**src/rtl/host_cmd_deframer_pkg.sv**
```systemverilog
// rtl/host_cmd_deframer_pkg.sv - shared states and constants for host_cmd_deframer
// Purpose: the deframer state enumeration, the default frame start marker and
//          the write opcode. This package has no ports.
// Optional feature macro: CMD_CHECKSUM_EN (adds the ST_CHK state).
package host_cmd_deframer_pkg;

  localparam logic [7:0] SYNC_BYTE_DEFAULT = 8'hCD;
  localparam logic [3:0] WR_OPCODE         = 4'h1;

  typedef enum logic [2:0] {
    ST_HUNT,
    ST_CMD,
    ST_ADDR,
    ST_DATA,
    ST_ISSUE_HDR,
    ST_PAYLOAD,
    ST_ISSUE_WORD
`ifdef CMD_CHECKSUM_EN
    , ST_CHK
`endif
  } state_e;

  // The opcode lives in the low nibble of the command word.
  function automatic logic is_write_cmd(input logic [3:0] opcode);
    return opcode == WR_OPCODE;
  endfunction

endpackage

```
**src/rtl/byte_word_assembler.sv**
```systemverilog
// rtl/byte_word_assembler.sv - shifts bytes MSB-first into a 32-bit word
// Purpose: collects four bytes into a big-endian word; shared by the header
//          and the payload phases of host_cmd_deframer.
// Ports:
//   clk, rst    clock and synchronous active-high reset
//   clear       drop any partial word and restart at byte 0
//   byte_valid  byte_in is consumed this cycle
//   byte_in     incoming byte
//   word        the completed word; meaningful in the cycle done is high
//   done        high on the 4th consumed byte
module byte_word_assembler
  import host_cmd_deframer_pkg::*;
(
  input  logic        clk,
  input  logic        rst,
  input  logic        clear,
  input  logic        byte_valid,
  input  logic [7:0]  byte_in,
  output logic [31:0] word,
  output logic        done
);

  logic [23:0] shift_q, shift_d;
  logic [1:0]  cnt_q, cnt_d;

  always_comb begin
    shift_d = shift_q;
    cnt_d   = cnt_q;
    if (clear) begin
      shift_d = '0;
      cnt_d   = '0;
    end else if (byte_valid) begin
      shift_d = {shift_q[15:0], byte_in};
      cnt_d   = cnt_q + 2'd1;   // wraps to 0 after the 4th byte
    end
  end

  // The 4th byte is combined in directly so the word is usable the cycle it lands.
  assign word = {shift_q, byte_in};
  assign done = byte_valid && !clear && (cnt_q == 2'd3);

  always_ff @(posedge clk) begin
    if (rst) begin
      shift_q <= '0;
      cnt_q   <= '0;
    end else begin
      shift_q <= shift_d;
      cnt_q   <= cnt_d;
    end
  end

endmodule

```
**src/rtl/host_cmd_deframer.sv**
```systemverilog
// rtl/host_cmd_deframer.sv - host byte stream to wishbone-master command deframer
// Purpose: finds SYNC_BYTE, assembles command/address/data words, strobes them
//          to the master, then streams write payload words one at a time.
// Optional feature macro: CMD_CHECKSUM_EN (XOR check byte after the header).
// Ports:
//   clk, rst                          clock, synchronous active-high reset
//   rx_byte, rx_valid, rx_ready       host byte input handshake
//   master_ready                      master can take a word
//   in_ready                          one-cycle strobe, words below valid
//   in_command, in_address, in_data   words presented to the master
//   frame_err                         one-cycle pulse on an aborted frame
//   busy                              high whenever not hunting for sync
module host_cmd_deframer
  import host_cmd_deframer_pkg::*;
#(
  parameter logic [7:0] SYNC_BYTE      = SYNC_BYTE_DEFAULT,
  parameter int         TIMEOUT_CYCLES = 1024
) (
  input  logic        clk,
  input  logic        rst,
  input  logic [7:0]  rx_byte,
  input  logic        rx_valid,
  output logic        rx_ready,
  input  logic        master_ready,
  output logic        in_ready,
  output logic [31:0] in_command,
  output logic [31:0] in_address,
  output logic [31:0] in_data,
  output logic        frame_err,
  output logic        busy
);

  localparam int IW = $clog2(TIMEOUT_CYCLES + 1);

  state_e      state_q, state_d;
  logic [IW-1:0] idle_q, idle_d;
  logic [27:0] cnt_q, cnt_d;
  logic [31:0] cmd_q, cmd_d, addr_q, addr_d, data_q, data_d;
  logic        in_ready_q, in_ready_d;
  logic        frame_err_q, frame_err_d;
`ifdef CMD_CHECKSUM_EN
  logic [7:0]  chk_q, chk_d;
`endif

  logic        accept, counting, timeout;
  logic        asm_clear, asm_valid, asm_done;
  logic [31:0] asm_word;

  byte_word_assembler u_asm (
    .clk        (clk),
    .rst        (rst),
    .clear      (asm_clear),
    .byte_valid (asm_valid),
    .byte_in    (rx_byte),
    .word       (asm_word),
    .done       (asm_done)
  );

  assign rx_ready = (state_q != ST_ISSUE_HDR) && (state_q != ST_ISSUE_WORD);
  assign accept   = rx_valid && rx_ready;
  // Only byte-gathering states can time out; issue states wait forever.
  assign counting = rx_ready && (state_q != ST_HUNT);
  assign timeout  = counting && !accept && (idle_q == IW'(TIMEOUT_CYCLES - 1));

  always_comb begin
    state_d     = state_q;
    idle_d      = '0;
    cnt_d       = cnt_q;
    cmd_d       = cmd_q;
    addr_d      = addr_q;
    data_d      = data_q;
    in_ready_d  = 1'b0;
    frame_err_d = 1'b0;
    asm_clear   = 1'b0;
    asm_valid   = 1'b0;
`ifdef CMD_CHECKSUM_EN
    chk_d       = chk_q;
`endif

    if (counting) idle_d = accept ? '0 : idle_q + IW'(1);

    case (state_q)
      ST_HUNT: begin
        asm_clear = 1'b1;
`ifdef CMD_CHECKSUM_EN
        chk_d = '0;
`endif
        if (accept && rx_byte == SYNC_BYTE) state_d = ST_CMD;
      end
      ST_CMD, ST_ADDR, ST_DATA: begin
        asm_valid = accept;
`ifdef CMD_CHECKSUM_EN
        if (accept) chk_d = chk_q ^ rx_byte;
`endif
        if (asm_done) begin
          if (state_q == ST_CMD) begin
            cmd_d   = asm_word;
            state_d = ST_ADDR;
          end else if (state_q == ST_ADDR) begin
            addr_d  = asm_word;
            state_d = ST_DATA;
          end else begin
            data_d  = asm_word;
`ifdef CMD_CHECKSUM_EN
            state_d = ST_CHK;
`else
            state_d = ST_ISSUE_HDR;
`endif
          end
        end
      end
`ifdef CMD_CHECKSUM_EN
      ST_CHK: begin
        if (accept) begin
          if (rx_byte == chk_q) begin
            state_d = ST_ISSUE_HDR;
          end else begin
            frame_err_d = 1'b1;
            state_d     = ST_HUNT;
          end
        end
      end
`endif
      ST_ISSUE_HDR: begin
        if (master_ready) begin
          in_ready_d = 1'b1;
          if (is_write_cmd(cmd_q[3:0]) && data_q[27:0] != '0) begin
            cnt_d   = data_q[27:0];
            state_d = ST_PAYLOAD;
          end else begin
            state_d = ST_HUNT;
          end
        end
      end
      ST_PAYLOAD: begin
        asm_valid = accept;
        if (asm_done) begin
          data_d  = asm_word;
          state_d = ST_ISSUE_WORD;
        end
      end
      ST_ISSUE_WORD: begin
        if (master_ready) begin
          in_ready_d = 1'b1;
          cnt_d      = cnt_q - 28'd1;
          state_d    = (cnt_q == 28'd1) ? ST_HUNT : ST_PAYLOAD;
        end
      end
      default: state_d = ST_HUNT;
    endcase

    if (timeout) begin
      state_d     = ST_HUNT;
      frame_err_d = 1'b1;
      asm_clear   = 1'b1;
    end
  end

  always_ff @(posedge clk) begin
    if (rst) begin
      state_q     <= ST_HUNT;
      idle_q      <= '0;
      cnt_q       <= '0;
      cmd_q       <= '0;
      addr_q      <= '0;
      data_q      <= '0;
      in_ready_q  <= 1'b0;
      frame_err_q <= 1'b0;
`ifdef CMD_CHECKSUM_EN
      chk_q       <= '0;
`endif
    end else begin
      state_q     <= state_d;
      idle_q      <= idle_d;
      cnt_q       <= cnt_d;
      cmd_q       <= cmd_d;
      addr_q      <= addr_d;
      data_q      <= data_d;
      in_ready_q  <= in_ready_d;
      frame_err_q <= frame_err_d;
`ifdef CMD_CHECKSUM_EN
      chk_q       <= chk_d;
`endif
    end
  end

  assign in_ready   = in_ready_q;
  assign frame_err  = frame_err_q;
  assign in_command = cmd_q;
  assign in_address = addr_q;
  assign in_data    = data_q;
  assign busy       = (state_q != ST_HUNT);

endmodule

```
**config.mk**
```make
export PLATFORM = sky130hd
export DESIGN_NAME = host_cmd_deframer
export DESIGN_NICKNAME = d
export VERILOG_FILES = /design/src/rtl/host_cmd_deframer_pkg.sv /design/src/rtl/byte_word_assembler.sv /design/src/rtl/host_cmd_deframer.sv
export SDC_FILE = /design/constraint.sdc
export NUM_CORES = 1
export LEC_CHECK = 0
export ABC_AREA = 1
export CAP_MARGIN = 20
export CORE_MARGIN = 2
export CORE_UTILIZATION = 45
export CTS_BUF_LIST = sky130_fd_sc_hd__clkbuf_2
export DETAILED_ROUTE_END_ITERATION = 8
export PLACE_DENSITY = 0.68
export SYNTH_ARGS = -nofsm -noshare
export SYNTH_HDL_FRONTEND = slang
export SYNTH_SLANG_ARGS = --single-unit
```
**constraint.sdc**
```tcl
create_clock -name clk -period 2.4 [get_ports clk]
set_input_delay 0.36 -clock clk [delete_from_list [all_inputs] [get_ports clk]]
set_output_delay 0.36 -clock clk [all_outputs]
set_load 0.05 [all_outputs]
```
# [Word level (Yosys, flattened, before mapping)]
# Cells that the tools add are included.
[classes] n_reduce_logical=28 multipliers=0 shifts=0 magnitude_cmp=0 mux=24 div_mod_pow=0 n_eq_ne=21 n_bitwise=3 n_addsub=3
[ops] cell="two-way mux 32 bit" count=4
[ops] cell="two-way mux 28 bit" count=3
[ops] cell="case mux 32 bit (2 select lines)" count=1
[ops] cell="case mux 28 bit (2 select lines)" count=1
[ops] cell="== test 28 x 1 -> 1 bit (second input constant)" count=1
[ops] cell="nonzero test 28 bit" count=1
[ops] cell="subtractor 28 x 1 -> 28 bit (second input constant)" count=1
[ops] cell="two-way mux 3 bit" count=9
[ops] cell="inequality test 2 bit (second input constant)" count=8
[ops] cell="case mux 3 bit (5 select lines)" count=1
[ops] cell="adder 11 x 1 -> 11 bit (second input constant)" count=1
[ops] cell="== test 11 x 10 -> 1 bit (second input constant)" count=1
[ops] cell="AND reduction 5 bit" count=2
[ops] cell="== test 3 bit (second input constant)" count=3
[ops] cell="logical AND 1 bit" count=9
[ops] cell="== test 8 bit (second input constant)" count=1
[ops] cell="AND reduction 4 bit" count=2
[ops] cell="OR reduction 2 bit" count=4
[ops] cell="== test 3 x 2 -> 1 bit (second input constant)" count=2
[ops] cell="inequality test 3 bit (second input constant)" count=2
[ops] cell="OR reduction 3 bit" count=2
[ops] cell="two-way mux 1 bit" count=5
[ops] cell="== test 4 x 1 -> 1 bit (second input constant)" count=1
[ops] cell="nonzero test 2 bit" count=2
[ops] cell="9 further kinds" count=12
[word_totals] input_bits=12 output_inout_bits=100 ff_bits=166 wordCells=89 n_memories=0 latch_bits=0 ramBits=0 romBits=0

# [Depth between registers and ports, before layout]
# Gate-level depths: netlist of run 1.
[depth] depth_word=12 mapped_depth=11 mapped_depth_nobuf=11

# [Modules after synthesis]
# Synthesis of run 1 repeated with hierarchy kept, for this count alone.
[hier_totals] cells_unflattened=1094 hier_area_um2=7562.3
[modules_own_cells] mod="host_cmd_deframer" cells_per_inst=919 area_each_um2=6394.9 instances=1
[modules_own_cells] mod="byte_word_assembler" cells_per_inst=175 area_each_um2=1167.4 instances=1

# [Worst setup path after synthesis of run 1]
# Ideal clock, no wire load.
[synth_timing] path_type="register to register" from="reg data_q[26] (netlist: in_data[26])" to="reg cnt_q[2]" path_buffers=1 path_slack_ns=0.758 stages_incl_launch_ff=11 required_time_ns=2.281 t_arrival_ns=1.523 period_less_slack_ns=1.642 path_cell_list="dfxtp_1 -> inv_1 -> nand3_1 -> nor2_1 -> nand3_1 -> nand2_1 -> nand2_1 -> nand2_2 -> buf_2 -> o21ai_0 -> a21oi_1"
[synth_via] elab_chain_len=4
[synth_rtl] element="start, declared" line_no="host_cmd_deframer.sv:38" rtl="logic [31:0] cmd_q, cmd_d, addr_q, addr_d, data_q, data_d;"
[synth_rtl] element="start signal, assigned" line_no="host_cmd_deframer.sv:178" rtl="data_q <= data_d;"
[synth_rtl] element="nonzero test 28 bit" line_no="host_cmd_deframer.sv:127" rtl="if (is_write_cmd(cmd_q[3:0]) && data_q[27:0] != '0) begin"
[synth_rtl] element="logical AND 1 bit" line_no="host_cmd_deframer.sv:127"
[synth_rtl] element="inequality test 2 bit (no source line)"
[synth_rtl] element="AND reduction 4 bit (no source line)"
[synth_rtl] element="end signal, assigned" line_no="host_cmd_deframer.sv:175" rtl="cnt_q <= cnt_d;"
[synth_rtl] element="end, declared" line_no="host_cmd_deframer.sv:37" rtl="logic [27:0] cnt_q, cnt_d;"
# No other way between the ends.
# A chain may end at the register's enable or synchronous reset.

# [Worst setup path after layout of run 1]
[layout_timing] from="reg addr_q[22] (netlist: in_address[22])" to="out in_address[22]"
[layout_lines] element="start, declared" line_no="host_cmd_deframer.sv:38"
[layout_lines] element="start signal, assigned" line_no="host_cmd_deframer.sv:177" rtl="addr_q <= addr_d;"
[layout_lines] element="end, declared" line_no="host_cmd_deframer.sv:27" rtl="output logic [31:0] in_address,"
# No word-level cell between the ends.

==> summary by stage, run 1 <==
Run status
The flow ran to the end, and the final reports show no timing, DRC or antenna violations.

Clock network
TritonCTS built the clock tree. The H-tree generated during clock tree synthesis spans 4 levels. The cell sitting at the root of the clock tree is a clkbuf_2. The post-CTS repair timing setup buffer count is 0. Buffers inserted during clock tree synthesis total 17. Clock-pin slew was measured on the worst setup and hold paths at 0.26 ns.

The tree built by TritonCTS fans out to 166 sinks. Counting along the longest clock path gives a buffer depth of 2. Clock latency on the worst-skew pair, taken at its later pin, is 0.72 ns.

Hold repair after CTS inserted 0 buffers.

STA
The max-slew violation count is 0. The worst clock skew is 0.04522 ns. For the pin with the worst max-slew slack, the measured transition is 0.5452 ns. The worst setup slack after layout is 0.1094 ns. The maximum clock frequency is 436.6 MHz.

The final critical path takes up 95.44% of the cycle. The count of final hold-check violations came to 0. Counting I/O delays and the setup requirement, the final critical path takes 2.291 ns. The worst hold margin is 0.2189 ns. Setup repair after global routing left no endpoint under its margin. The number of endpoints failing setup at the final stage is 0. The aggregate negative setup slack is 0 ns.

In this run the tightest slew margin relative to its limit is 63.60%.

Synthesis
The number of nets in the synthesized netlist is 1043. The cell count after synthesis is 1027. The synthesized design devotes to its leading area cell type 45.41% of total area. The number of warnings issued by yosys is 0.

Sequential cells were found to cover 45.41% of the synthesized design area. After synthesis, the cell types taking the most area are dfxtp_1, nor2_1, nand2_1, a21oi_1, o21ai_0. The largest area contributor in the synthesized netlist is dfxtp_1.

Counting distinct cell types in the post-synthesis netlist gives 34. The mean instance size in the synthesized netlist is 7.126 um^2. The cell area that synthesis handed to floorplanning was 7318 um^2. The synthesized flop and latch total is 166.

Pwr
In this run the power density over the cells is 678.0 nW/um^2. The portion of total power attributed to sequential cells is 47.9%. The static leakage power is 4.576 nW. The clock network is responsible for 26.7% of the overall power. Net switching is 36.33% of the power. Cell internal power was estimated by the tool at 0.003860 W. Summed over all nets, the switching power comes to 0.002202 W. Across the VDD grid, the largest voltage drop is 0.5542 mV.

Of the total power, combinational logic draws 25.5%.

Critical path
For this design, the slowest cell found on the critical path is clkdlybuf4s50_1. The worst setup path is launched from a flip-flop. The setup path with the least slack is of type reg -> out. The gate family responsible for the most delay along the worst path is buffers and inverters. Counting both buffers and inverters, the worst setup path holds a total of 1.

Of all nets on the critical path, the largest fanout is 2. On the worst path, the slowest cell contributes a delay of 0.80 ns. The arrival time at the worst endpoint is 1.93 ns. For the worst setup path, the data required time is 2.04 ns.

The critical path goes through clkdlybuf4s50_1. STA classifies the critical path endpoint as an output port.

Global route
The wire length of the first global-routing pass is 32.13 mm. The initial antenna violation count came to 1. The remaining global-route overflow is 0. Entering global routing, the biggest net connects 50 pins. For this run, the total global-route usage over all layers was measured as 23.02%. The via count of the first global-routing pass is 6077.

Route
For this block, the routed nets add up to 20.53 mm of wire. Detailed routing inserted a total of 6879 vias. After detailed routing, the number of remaining DRC violations is 0.

In the routed layout, each cell is associated on average with a via count of 5.099. The remaining antenna violation count after routing is 0. After detailed routing, the average wire length per cell comes to 15.22 um. The first detailed-routing pass took 5 iterations.

The first routing iteration left 592 violations.

Finish
The layout cell share with drive strength beyond 1 is 8.922%. For this run, the share of the core covered by cells in the final layout is 56.29%. The footprint of the flip-flops and latches is 3327 um^2. The count of filler cells inserted in the layout is 1564. In the final layout, the multi-input gates occupy 3397 um^2. The final non-filler cell total is 1349. The final layout net count is 1136. Relative to the synthesized area, the layout overhead comes to 22.19%.

Job
The total of max-cap violations is 0.

Floorplanning
The effective utilization at floorplan is 46.07%. The die covers 17300 um^2. The height of the die is 131.5 um. The number of standard-cell rows in the floorplan is 46. The die is 131.5 um wide.

The floorplan step defined a core boundary enclosing 15890 um^2. During I/O placement, the number of pins put on the boundary was 112.

Placed design
After detailed placement, the design holds a cell count of 1317. The minimum setup slack after placement is 0.3854 ns. Detailed placement finished with a half-perimeter wire length of 14.41 mm.

The last weighted congestion value of the routability-driven placer is 0.8883. Buffers placed on the I/O ports in this run total 111.

Worst hold path
The tightest min-delay check is of the in -> reg type.
per-layer routing:
layer / share of wire [%] / wire, um / up-vias / GRT usage [%]
met3: 6.4 / 1312 / 18 / 6.713
met4: 1.5 / 299 / 0 / 5.676
met5: 0 / 0 / - / 0
li1: - / - / 3518 / -
met1: 46 / 9360 / 3169 / 30.36
met2: 47 / 9555 / 174 / 37.11
cell usage in the layout (no fill, tap or decap), types with 3 or more instances in the layout:
cell type,n
a21oi_1,109
a21oi_2,17
buf_12,3
buf_4,15
bufinv_16,3
clkbuf_2,17
clkdlybuf4s50_1,43
dfxtp_1,163
dfxtp_2,3
dlygate4sd2_1,20
dlymetal6s2s_1,46
ha_1,4
inv_1,79
inv_2,8
inv_6,3
nand2_1,177
nand2_2,4
nand3_1,56
nand4_1,9
nor2_1,187
nor2_2,5
nor2_4,4
nor3_1,9
o21ai_0,107
o21ai_1,3
o21bai_1,5
or2_2,6
xor2_1,5
power by group through the flow:
stage               combinational (W)  clock [W]  sequential [W]
finish                        0.00154    0.00162         0.00290
detailed placement            0.00152          0         0.00295
global route                  0.00172    0.00177         0.00292
global placement              0.00151          0         0.00295
floorplan                     0.00122          0         0.00292
CTS                           0.00153    0.00165         0.00290
worst paths after layout:
check | from | endpoint | slack [ns] | cells past startpoint
worst min register to register | in_command[28]$_SDFFE_PP0P_ | in_command[28]$_SDFFE_PP0P_ | 0.46 | 2
worst max-delay path | in_address[22]$_SDFFE_PP0P_ | in_address[22] | 0.11 | 1
worst max register to register | in_data[19]$_SDFFE_PP0P_ | cnt_q[20]$_SDFFE_PP0P_ | 0.35 | 10
worst min-delay path | master_ready | in_ready$_SDFF_PP0_ | 0.22 | 3
Yosys cell counts, drive strengths merged:
cell	n
nor2	198
nand2	182
dfxtp	166
a21oi	126
o21ai	110
inv	88
nand3	58
buf	32
clkbuf	21
nand4	9
nor3	9
or2	6
o21bai	5
xor2	5
ha	4
nand3b	2
a21boi	1
and2	1
nor3b	1
o211a	1
o21a	1
xnor2	1
kinds of logic (layout without fill, tap and decap cells):
logic type               after synthesis  in the layout  synth area share, %
flip-flops                           166            166                45.41
AO/OA/AOI/OAI                        244            244                17.87
other                                  0              1                    0
adder cells (fa/ha/maj)                4              4               0.6839
buffers and inverters                141            246                8.172
AND/OR/NAND/NOR                      466            466                27.15
XOR/XNOR                               6              6               0.7181
metrics by stage:
stage | cell area [um^2] | total power [W]
global placement | 8584 | 0.004454
finish | 8942 | 0.006063
detailed placement | 8584 | 0.004466
global route | 8942 | 0.006404
CTS | 8820 | 0.006079
floorplan | 7318 | 0.004141
layout make-up:
| type | count | area share (%) |
|---|---|---|
| Clock inverter | 14 | 1.945 |
| Tap cell | 216 | 3.022 |
| Timing Repair Buffer | 127 | 15.14 |
| Clock buffer | 17 | 0.9514 |
| Antenna cell | 1 | 0.02798 |
| Multi-Input combinational cell | 720 | 37.99 |
| Sequential cell | 166 | 37.20 |
| Inverter | 88 | 3.722 |
sequential cells by signal (all words and copies together) (netlist names):
signal,flops
in_data,32
u_asm.shift_q,24
in_ready,1
state_q,3
in_command,32
cnt_q,28
u_asm.cnt_q,2
frame_err,1
idle_q,11
in_address,32
what timing repair did:
item / CTS / global route
setup endpoints to repair: 21 / 47
cloned: 0 / 0
gates resized for setup: 21 / 49
(Power assumes the default switching activity.)
==> run 2, diff against run 1 <==
--- a/config.mk
+++ b/config.mk
@@ -8,10 +8,9 @@
 export ABC_AREA = 1
 export CAP_MARGIN = 20
 export CORE_MARGIN = 2
-export CORE_UTILIZATION = 45
+export CORE_UTILIZATION = 35
 export CTS_BUF_LIST = sky130_fd_sc_hd__clkbuf_2
 export DETAILED_ROUTE_END_ITERATION = 8
-export PLACE_DENSITY = 0.68
 export SYNTH_ARGS = -nofsm -noshare
 export SYNTH_HDL_FRONTEND = slang
 export SYNTH_SLANG_ARGS = --single-unit
==> run 2 against run 1 <==
Net effect:
- count of clock-buffer cells in the layout increased by 1
- global-route usage decreased by 4.0 points
- via count decreased by 0.92%
- setup slack got worse by 0.0091 ns
- clock power decreased by 19%
- highest routed layer unchanged
==> summary by stage, run 2 (same netlist as run 1, synthesis figures left out) <==
Worst hold path
The path class of the lowest-slack min-delay path is in -> reg. The worst hold path begins at master_ready.

Floorplanning
112 I/O pins were placed. After floorplanning, the core was sized to cover 20360 um^2. The number of standard-cell rows in the floorplan is 52. The effective utilization at floorplan is 35.94%.

The height of the die is 148.6 um. The die is 148.6 um wide. The die covers 22080 um^2.

Clock network
The number of levels the H-tree was split into is 4. The clock transition time at the flip-flop clock pins of the worst setup and hold paths is 0.24 ns. Clock latency on the worst-skew pair, taken at its later pin, is 0.71 ns. The TritonCTS sink count is 166. After clock tree synthesis, the setup repair step added 0 buffers. The TritonCTS clock tree is built. The deepest clock path buffer count is 2. Counting the buffers created by CTS gives 17. The cell at the root of the clock tree is clkbuf_2.

STA
The measured slew at the worst slew-check pin is 0.5561 ns. The count of final hold-check violations was 0. Based on the critical path, the design can be clocked at up to 434.8 MHz. For the final routed database, the setup TNS stands at 0 ns.

The max-slew violation count is 0. Setup repair after global routing left no endpoint under its margin. Setup violations remaining at the end of the flow were counted as 0. Headroom to the max-slew limit came out at 62.81%.

The worst hold margin is 0.2693 ns. The period utilization is 95.82%. The worst path needs 2.300 ns of the cycle, external delays included. Between clock sinks in the finished design, the worst skew comes to 0.04796 ns.

Critical path
STA classifies the critical path endpoint as an output port. The data required time of the critical path is 2.04 ns. The critical path goes through clkdlybuf4s50_1.

The start point of the critical path is in_command[0]$_SDFFE_PP0P_. Together, buffers and inverters on the worst path number 1. The slowest stage of the critical path is the clkdlybuf4s50_1 cell.

STA classifies the critical path startpoint as a flip-flop. In this run the number of cells on the critical path is 1. The reg-to-reg critical path endpoint is cnt_q[13]$_SDFFE_PP0P_. The critical path ends at in_command[0].

The critical setup path kind is reg -> out. Along the worst path, the maximum fanout reaches 3. The gate family responsible for the most delay along the worst path is buffers and inverters. The setup slack of the most critical reg-to-reg path is 0.42 ns.

In this run the critical register-to-register path is launched from in_data[23]$_SDFFE_PP0P_. Measured in cells, the most critical reg-to-reg path has a length of 10. The biggest cell delay along the critical path is 0.83 ns.

Data on the critical path arrives at its endpoint at 1.94 ns.

Route
The sum of routed wire length over all layers is 21.08 mm. The total via count after detailed routing is 6816. After detailed routing, the number of vias per cell comes to 4.848.

The count of unresolved DRC violations after routing is 0. Dividing the detail-routed wire length by the instance count gives 14.99 um. For this run, the detailed router's first-pass iteration total came to 5. After the first detailed-routing iteration, the DRC count stood at 439.

The remaining antenna violation count after routing is 0.

Pwr
The static leakage power is 3.870 nW. In this run the power density over the cells is 651.3 nW/um^2. IR analysis of the VDD net gives a maximum drop of 0.4487 mV.

Global route
The via count of the first global-routing pass was 6346. Global routing used 18.99% of the available tracks across all layers. The first global-routing pass estimated 33.42 mm of wire. Entering global routing, the biggest net connects 65 pins.

The initial antenna violation count is 1. The remaining global-route overflow is 0.

Placed design
Buffers placed on the I/O ports in this run total 111. The congestion estimate from routability-driven global placement came to 0.8567. The total half-perimeter wirelength after legalization and detailed placement is 14.98 mm.

Finish
The layout cell share with drive strength beyond 1 is 9.163%. The library cells used most frequently in the layout, excluding fill and tap cells, are nor2_1, nand2_1, dfxtp_1. The signed area change from the synthesized netlist to the final layout is 21.27%. Leaving out fill and tap cells, the most frequent cell in the layout is nor2_1. In the final design database the tool counted 1139 nets.

Run status
The run finished with clean final reports.

Job
The total of max-cap violations is 0.
-- run 2: cell types whose count changed in the layout (fill, tap and decap cells not counted), sizes merged --
cell           previous run  this run
buf                      18        21
clkinvlp                  2         4
clkinv                    5         3
clkdlybuf4s50            43        81
inv                      92        94
dlymetal6s2s             46        10
dlygate4sd2              20        18
bufinv                    3         0
clkbuf                   17        18
-- run 2: area by class of cell --
cell class                 instances  area, um^2
fill                            2114       11490
multi-input combinational        720        3397
sequential                       166        3327
timing repair buffer             130        1289
tap                              270       337.8
inverter                          88       332.8
clock inverter                    13       98.84
clock buffer                      18       90.09
antenna                            1       2.502
-- run 2: worst min-delay path by stage --
| stage | to | cells past startpoint |
|---|---|---|
| after floorplan | idle_q[0]$_SDFF_PP0_ | 1 |
| after global placement | in_command[21]$_SDFFE_PP0P_ | 2 |
| after detailed placement | in_command[22]$_SDFFE_PP0P_ | 2 |
| after CTS | in_ready$_SDFF_PP0_ | 3 |
| after global routing | u_asm.shift_q[7]$_SDFFE_PP0P_ | 3 |
| final | in_ready$_SDFF_PP0_ | 3 |
-- run 2: metrics by stage --
stage | util, % | power [W] | area, um^2 | cells | worst slack [ns]
6_report | 43.58 | 0.005780 | 8875 | 1406 | 0.1003
5_1_grt | 43.58 | 0.006111 | 8875 | 1406 | 0.002534
4_1_cts | 43.41 | 0.005802 | 8841 | 1405 | 0.001203
3_5_place_dp | 42.60 | 0.004489 | 8675 | 1374 | 0.3402
3_3_place_gp | 42.60 | 0.004486 | 8675 | 1374 | 0.2912
2_1_floorplan | - | 0.004141 | 7318 | 1027 | 0.7577
-- run 2: power breakdown --
part | total (W) | leakage, nW | internal, W | switching [W]
combinational | 0.00156 | 2.42 | 0.000441 | 0.00112
clock | 0.00132 | 0.113 | 0.000284 | 0.00104
sequential | 0.00290 | 1.34 | 0.00283 | 0.0000694
total | 0.00578 | 3.87 | 0.00356 | 0.00222
-- run 2: repair_timing --
item                                    in CTS  in global routing
endpoints found under the setup margin      18                 11
hold buffers                                 0                  0
pin swaps                                    0                  0
resized for setup                           18                 14
-- run 2: routing by layer --
metal | part of all wire, % | track usage (%) | vias up | routed length, um
met4 | 0.78 | 3.190 | 0 | 165
met3 | 5.4 | 5.061 | 11 | 1131
met2 | 46 | 30.90 | 138 | 9650
li1 | - | - | 3525 | -
met5 | 0 | 0 | - | 0
met1 | 48 | 25.78 | 3142 | 10130
